**config.mk**
```make
export PLATFORM = sky130hd
export DESIGN_NAME = key_conditioner
export DESIGN_NICKNAME = d
export VERILOG_FILES = /design/src/rtl/board_pkg.sv /design/src/rtl/key_debounce.sv /design/src/rtl/key_conditioner.sv
export SDC_FILE = /design/constraint.sdc
export NUM_CORES = 1
export LEC_CHECK = 0
export CORE_MARGIN = 1.5
export CORE_UTILIZATION = 54
export DETAILED_ROUTE_END_ITERATION = 16
export HOLD_SLACK_MARGIN = 0.02
export PLACE_DENSITY = 0.71
export SKIP_CTS_REPAIR_TIMING = 1
export SYNTH_ARGS = -nofsm -noshare
export SYNTH_HDL_FRONTEND = slang
export SYNTH_HIERARCHICAL = 1
export SYNTH_SLANG_ARGS = --single-unit
```
**constraint.sdc**
```tcl
create_clock -name clk_i -period 1.7 [get_ports clk_i]
set_input_delay 0.17 -clock clk_i [delete_from_list [all_inputs] [get_ports clk_i]]
set_output_delay 0.17 -clock clk_i [all_outputs]
set_load 0.01 [all_outputs]
```
**src/rtl/board_pkg.sv**
```systemverilog
// Board-level constants shared by the key input path and game logic.
// Debounce window is derived from the board clock for a 10 ms settle time.
package board_pkg;

  localparam int unsigned BOARD_CLK_HZ    = 50_000_000;
  localparam int unsigned DEBOUNCE_MS     = 10;
  localparam int unsigned KEYS_W          = 4;
  localparam int unsigned DEBOUNCE_CYCLES = (BOARD_CLK_HZ / 1000) * DEBOUNCE_MS;

  // Raw pin level seen while a key is released.
  function automatic logic idle_level(input bit active_low);
    return active_low ? 1'b1 : 1'b0;
  endfunction

  // Convert a raw pin level to active-high "pressed".
  function automatic logic to_active(input logic raw, input bit active_low);
    return active_low ? ~raw : raw;
  endfunction

endpackage

```
**src/rtl/key_debounce.sv**
```systemverilog
// Single key lane: 2-flop synchronizer, stability counter, accepted level
// and one-cycle press/release pulses, all registered.
module key_debounce
  import board_pkg::idle_level;
  import board_pkg::to_active;
#(
  parameter int unsigned DEBOUNCE_CYCLES = board_pkg::DEBOUNCE_CYCLES,
  parameter bit          ACTIVE_LOW      = 1'b1
) (
  input  logic clk_i,
  input  logic rst_i,
  input  logic key_raw_i,
  output logic key_o,
  output logic press_o,
  output logic release_o
);

  localparam int unsigned      CNT_W    = (DEBOUNCE_CYCLES > 1) ? $clog2(DEBOUNCE_CYCLES) : 1;
  localparam logic [CNT_W-1:0] CNT_LAST = CNT_W'(DEBOUNCE_CYCLES - 1);
  localparam logic             RAW_IDLE = idle_level(ACTIVE_LOW);

  logic             sync1_q, sync1_d;
  logic             sync2_q, sync2_d;
  logic [CNT_W-1:0] cnt_q, cnt_d;
  logic             stable_q, stable_d;
  logic             key_q, key_d;
  logic             press_q, press_d;
  logic             release_q, release_d;
  logic             level_c;

  assign level_c = to_active(sync2_q, ACTIVE_LOW);

  // Count consecutive disagreeing cycles; any agreeing cycle restarts from 0.
  always_comb begin
    sync1_d   = key_raw_i;
    sync2_d   = sync1_q;
    cnt_d     = '0;
    stable_d  = stable_q;
    if (level_c != stable_q) begin
      if (cnt_q == CNT_LAST) begin
        stable_d = level_c;
      end else begin
        cnt_d = cnt_q + CNT_W'(1);
      end
    end
    key_d     = stable_q;
    press_d   = stable_q & ~key_q;
    release_d = ~stable_q & key_q;
  end

  always_ff @(posedge clk_i or posedge rst_i) begin
    if (rst_i) begin
      sync1_q   <= RAW_IDLE;
      sync2_q   <= RAW_IDLE;
      cnt_q     <= '0;
      stable_q  <= 1'b0;
      key_q     <= 1'b0;
      press_q   <= 1'b0;
      release_q <= 1'b0;
    end else begin
      sync1_q   <= sync1_d;
      sync2_q   <= sync2_d;
      cnt_q     <= cnt_d;
      stable_q  <= stable_d;
      key_q     <= key_d;
      press_q   <= press_d;
      release_q <= release_d;
    end
  end

  assign key_o     = key_q;
  assign press_o   = press_q;
  assign release_o = release_q;

endmodule

```
**src/rtl/key_conditioner.sv**
```systemverilog
// Debounces the raw board key pins into clean active-high levels plus
// per-lane press/release pulses; one independent key_debounce per lane.
module key_conditioner #(
  parameter int unsigned KEYS_W          = board_pkg::KEYS_W,
  parameter int unsigned DEBOUNCE_CYCLES = board_pkg::DEBOUNCE_CYCLES,
  parameter bit          ACTIVE_LOW      = 1'b1
) (
  input  logic              clk_i,
  input  logic              rst_i,
  input  logic [KEYS_W-1:0] keys_raw_i,
  output logic [KEYS_W-1:0] keys_o,
  output logic [KEYS_W-1:0] press_o,
  output logic [KEYS_W-1:0] release_o
);

  for (genvar i = 0; i < KEYS_W; i++) begin : g_lane
    key_debounce #(
      .DEBOUNCE_CYCLES(DEBOUNCE_CYCLES),
      .ACTIVE_LOW     (ACTIVE_LOW)
    ) u_key_debounce (
      .clk_i    (clk_i),
      .rst_i    (rst_i),
      .key_raw_i(keys_raw_i[i]),
      .key_o    (keys_o[i]),
      .press_o  (press_o[i]),
      .release_o(release_o[i])
    );
  end

endmodule

```
==> results.cfg <==
[run_status]
status = finished with violations
failed_checks = negative setup slack

[logic_synthesis]
yosysMostFrequentCell = dfrtp_1
synth_async_sr_flop_share = 1.00
netlist_instances = 444
synth_area_leader_cell = dfrtp_1
ys_seq_area_frac = 0.553
yosys-top-cells-count = dfrtp_1, nor2_1, xnor2_1
ys_top_cells_by_area = dfrtp_1, xnor2_1, nor2_1
ys_types = 27
syn_avg_cell_area_um2 = 10.2
synth_seq_cells = 100
synth_edf_count = 0
synth_top_area_frac = 0.507
synth-main-ff-cell = dfrtp_1
ys_warn_count = 6
syn_area_um2 = 4540
syn_nets = 454

[power]
p_per_area_nw_per_um2 = 691
peakVddDrop_mv = 0.480
p_leak_nw = 2.48

[clock_tree]
cts.htree.levels = 3
clock_latency_ns = 0.37
cts.sinks = 100
root_buffer = clkbuf_8
clk_pin_slew_ns = 0.10
cts_tree = done
cts_made_buffers = 9
clockBufferDepth = 2

[finish]
n_antenna_cell = 0
fin_area_um2 = 5980
stdcell_count = 666
drive_above_1_share = 0.321
areaGrowthSynthToFinish_pct = 31.5
layout.nets = 566

[die]
core_um2 = 8180
die_h_um = 94.7
ios = 18
die_w_um = 94.7
dieArea_um2 = 8970
row_count = 33
start_util = 0.556

[timing]
setup_viol = 1
grt_setup_unrepaired = true
hold_viol = 0
period_share = 1.01
clock_skew_ns = 0.0127
fmax_mhz = 580
period_needed_ns = 1.73
fin_ws_ns = -0.0253
slew_headroom = 0.737
slew_violations = 0
holdWs_ns = 0.195
worst_slew_pin_slew_ns = 0.394

[grt]
grt_pass1_wl_mm = 15.8
grt_max_degree = 26
grt_usage = 0.226
grt_pass1_vias = 3556
antenna_found_initial = 0
grt.overflow.total = 0

[setup_path]
crit_top_cell = or4_4
worstPathArrival_ns = 2.03
crit_end = g_lane[3].u_key_debounce/cnt_q[17]$_DFF_PP0_
crit_path_end_kind = register
critPathLaunch = g_lane[3].u_key_debounce/cnt_q[7]$_DFF_PP0_
crit_fanout = 7
crit_type = register to register
critPathTopFamily = simple AND/OR/NAND/NOR gates
cp.depth = 4
path_cells = nand3_2 > or4_4 > or4_4 > a21oi_2
r2r_slack_ns = -0.03
r2r_end = g_lane[3].u_key_debounce/cnt_q[17]$_DFF_PP0_
critPathBufInv = 0
ff2ff_path_depth = 4
r2r_start = g_lane[3].u_key_debounce/cnt_q[7]$_DFF_PP0_
critPathMaxStageDelay_ns = 0.54
critPathRequiredTime_ns = 2.00
cp-start-kind = register
cp_slowest_cell = or4_4

[min_path]
min_path_type = primary input to register
holdCritStartpoint = keys_raw_i[0]
hold_depth = 1

[placement]
place_hpwl_mm = 6.50
placed_area_um2 = 5530
gp_congestion = 0.790
port_buffers = 17
dp.cells = 641

[route]
drt-total-wl_mm = 9.59
drc_errors = 0
dr_total_vias = 3676
ant_nets = 0
drt_first_iter_violations = 90
vias_per_cell = 5.52
dr.pass1.iters = 4
wl_per_cell_um = 14.4

[run]
max_cap_viol_count = 0
==> cell families (layout without fill, tap and decap cells) <==
kind of cell | Yosys count | after routing | synth area share
AOI/OAI and AO/OA | 52 | 52 | 0.0672
xor gates and xnor gates | 52 | 52 | 0.100
adders and majority gates | 4 | 4 | 0.0110
buffers and inverters | 32 | 149 | 0.0275
and+or+nand+nor | 204 | 204 | 0.241
DFF | 100 | 100 | 0.553
==> per-layer routing <==
metal  GRT usage  part of all wire  wire length (um)
met5           0                 0                 0
met4      0.0821             0.015               145
met3      0.0435             0.026               252
met2       0.389              0.53              5040
met1       0.281              0.43              4150
==> layout by cell type (no fill, tap or decap), types with 12 or more instances in the layout <==
cell type / instances
xor2_1: 12
nand3_1: 12
clkdlybuf4s50_1: 17
nor2_1: 64
nor2b_1: 12
nand2_1: 26
xnor2_1: 40
buf_4: 86
dfrtp_1: 92
nand3_2: 12
inv_1: 24
nand4_1: 16
==> stage by stage <==
| step | setup slack [ns] | utilization | power (mW) | TNS, ns |
|---|---|---|---|---|
| 6_report | -0.0253 | 0.731 | 4.13 | -0.0253 |
| 5_1_grt | -0.0691 | 0.731 | 4.31 | -0.652 |
| 4_1_cts | -0.132 | 0.699 | 4.16 | -0.982 |
| 3_5_place_dp | -0.0968 | 0.676 | 2.71 | -0.689 |
| 3_3_place_gp | -0.0440 | 0.676 | 2.70 | -0.165 |
| 2_1_floorplan | -0.107 | - | 2.59 | -0.672 |
==> worst register-to-register path: cells and delay by family, from the launching register on <==
kind	cells	cell delay (ns)
and+or+nand+nor	3	1.15
DFF	1	0.39
AOI/OAI and AO/OA	1	0.13
==> flip-flops by register name, indices dropped and copies added (netlist names) <==
register and count:
g_lane.u_key_debounce/cnt_q 76, g_lane.u_key_debounce/key_d 4, g_lane.u_key_debounce/key_o 4, g_lane.u_key_debounce/press_o 4, g_lane.u_key_debounce/release_o 4, g_lane.u_key_debounce/sync1_q 4, g_lane.u_key_debounce/sync2_q 4
==> report_power, final <==
part,internal [mW],switching (mW),total (mW)
clock network,0.621,0.825,1.45
registers,2.42,0.0252,2.44
logic,0.106,0.136,0.242
total,3.14,0.987,4.13
==> worst min-delay path by stage <==
stage | endpoint | slack [ns]
global route | g_lane[0].u_key_debounce/sync1_q$_DFF_PP1_ | 0.20
finish | g_lane[0].u_key_debounce/sync1_q$_DFF_PP1_ | 0.19
global placement | g_lane[0].u_key_debounce/sync2_q$_DFF_PP1_ | 0.35
CTS | g_lane[0].u_key_debounce/sync1_q$_DFF_PP1_ | 0.18
floorplan | g_lane[0].u_key_debounce/sync1_q$_DFF_PP1_ | 0.17
detailed placement | g_lane[0].u_key_debounce/sync2_q$_DFF_PP1_ | 0.35
==> layout make-up <==
type                    instances  area, um^2
flip-flops and latches        100        2510
fillers                       586        2200
multi-input cells             312        2140
repair buffers                109         910
clock buffers                  12         155
well taps                     105         131
inverters                      24        90.1
clock inverters                 4        32.5
Note: power is estimated with default switching activity, not from simulation.
==> variant (same flow settings) <==
Change the package constant `DEBOUNCE_MS` from 10 to 9.
--- a/src/rtl/board_pkg.sv
+++ b/src/rtl/board_pkg.sv
@@ -3,7 +3,7 @@
 package board_pkg;
 
   localparam int unsigned BOARD_CLK_HZ    = 50_000_000;
-  localparam int unsigned DEBOUNCE_MS     = 10;
+  localparam int unsigned DEBOUNCE_MS     = 9;
   localparam int unsigned KEYS_W          = 4;
   localparam int unsigned DEBOUNCE_CYCLES = (BOARD_CLK_HZ / 1000) * DEBOUNCE_MS;
 
Function: same outputs for any inputs over 10 cycles, from zero or initial values and one cycle with rst_i high; that may be too few to reach the edited logic, so the function may still have changed.
==> variant against the unedited design <==
Sequential share of layout area rose by 3.1 points; wire length decreased by 13%; worst setup slack gained 0.060 ns; synthesized cell count is the same; synthesized area rose by 2.6%; design area decreased by 6.7%; total power down 1.5%; sequential cell count did not move; critical path type unchanged; highest routed layer unchanged.
==> variant: results (changes against the unedited design) <==
----------------------------------------------------
[Outcome]
  Result of the run ... finished clean (was complete, but fails checks)

[Placed design]
  Area after detailed placement ... 0.00529 mm2 (was 0.00553 mm2)
  DP Worst Slack ... -0.00551 ns (was -0.0968 ns)
  Number of cells after detailed placement ... 596 (was 641)
  DPL Wire Length ... 5.77 mm (was 6.50 mm)

[Route]
  Number of violations reported at the end of detailed-routing iteration 0 ... 79 (was 90)
  Wire length on met3 ... 216 um (was 252 um)
  Routed length on met1 ... 3.95 mm (was 4.15 mm)
  Total detailed-routing wirelength ... 8.30 mm (was 9.59 mm)
  Met2 wire len ... 4.03 mm (was 5.04 mm)
  Via-per-instance ratio ... 5.41 (was 5.52)
  DR vias ... 3355 (was 3676)

[GRT]
  Met1 Resource Use GR ... 0.258 (was 0.281)
  First-pass GRT wire length ... 14.0 mm (was 15.8 mm)
  GRT Util Overall ... 0.195 (was 0.226)
  Met2 track demand over resource ... 0.321 (was 0.389)

[Setup path]
  Path depth of the worst reg2reg path ... 6 (was 4)
  Capturing element of the worst setup path ... g_lane[1].u_key_debounce/cnt_q[8]$_DFF_PP0_ (was g_lane[3].u_key_debounce/cnt_q[17]$_DFF_PP0_)
  Largest stage delay on the critical path ... 0.47 ns (was 0.54 ns)
  R2r setup slk ... 0.03 ns (was -0.03 ns)
  Max Fanout on Critical Path ... 19 (was 7)
  Arrival @ worst endpoint ... 1.91 ns (was 2.03 ns)
  Crit path launch ... g_lane[1].u_key_debounce/cnt_q[1]$_DFF_PP0_ (was g_lane[3].u_key_debounce/cnt_q[7]$_DFF_PP0_)

[Power and ir drop]
  Peak ir drop on the vdd network ... 0.449 mV (was 0.480 mV)
  Cell leakage power ... 2.19 nW (was 2.48 nW)
  Power drawn by the clock network ... 0.00141 W (was 0.00145 W)
  Switching power summed over all nets ... 0.000940 W (was 0.000987 W)
  Design internal power ... 0.00313 W (was 0.00314 W)

[Logic synthesis]
  Sequential element share of the synthesized area ... 0.539 (was 0.553)
  List of most frequent post-synthesis cells ... dfrtp_1 (92), nor2_1 (76), xnor2_1 (48) (was dfrtp_1 (92), nor2_1 (64), xnor2_1 (40))
  Cells taking the most area after synthesis ... dfrtp_1 (49%), xnor2_1 (9.0%), nor2_1 (6.1%) (was dfrtp_1 (51%), xnor2_1 (7.7%), nor2_1 (5.3%))

[Timing]
  Setup clock skew after layout ... 0.00731 ns (was 0.0127 ns)
  Minimum hold slack ... 0.219 ns (was 0.195 ns)
  Share of the clock period used by the worst path after layout ... 0.979 (was 1.01)

[Clock tree]
  Clock latency on the worst-skew pair ... 0.35 ns (was 0.37 ns)

[Min path]
  Worst hold path endpoint ... g_lane[1].u_key_debounce/sync1_q$_DFF_PP1_ (was g_lane[0].u_key_debounce/sync1_q$_DFF_PP1_)
  Hold path startpoint ... keys_raw_i[1] (was keys_raw_i[0])

[Cells and area]
  Post-layout nets ... 520 (was 566)
  Fraction of layout instances using a drive strength above 1 ... 0.216 (was 0.321)

----------------------------------------------------
[variant: worst register-to-register path: cells and delay by family, from the launching register on]
kind,cells,cell delay [ns]
flip-flops,1,0.42
buffers and inverters,1,0.17
adder cells (fa/ha/maj),1,0.17
AND/OR/NAND/NOR,3,0.64
AO/OA/AOI/OAI,1,0.17
[variant: final cells by class]
type,instances,area [um2]
Fill cell,662,2720
Inverter,24,90.1
Timing Repair Buffer,63,566
Clock inverter,4,33.8
Sequential cell,100,2520
Multi-Input combinational cell,312,2080
Clock buffer,12,155
Tap cell,105,131
[variant: kinds of logic after synthesis]
| family | Yosys count | share of synthesized area |
|---|---|---|
| buffers and inverters | 32 | 0.0322 |
| DFF | 100 | 0.539 |
| xor gates and xnor gates | 64 | 0.120 |
| adders and majority gates | 4 | 0.0107 |
| and+or+nand+nor | 216 | 0.256 |
| AOI/OAI and AO/OA | 28 | 0.0418 |
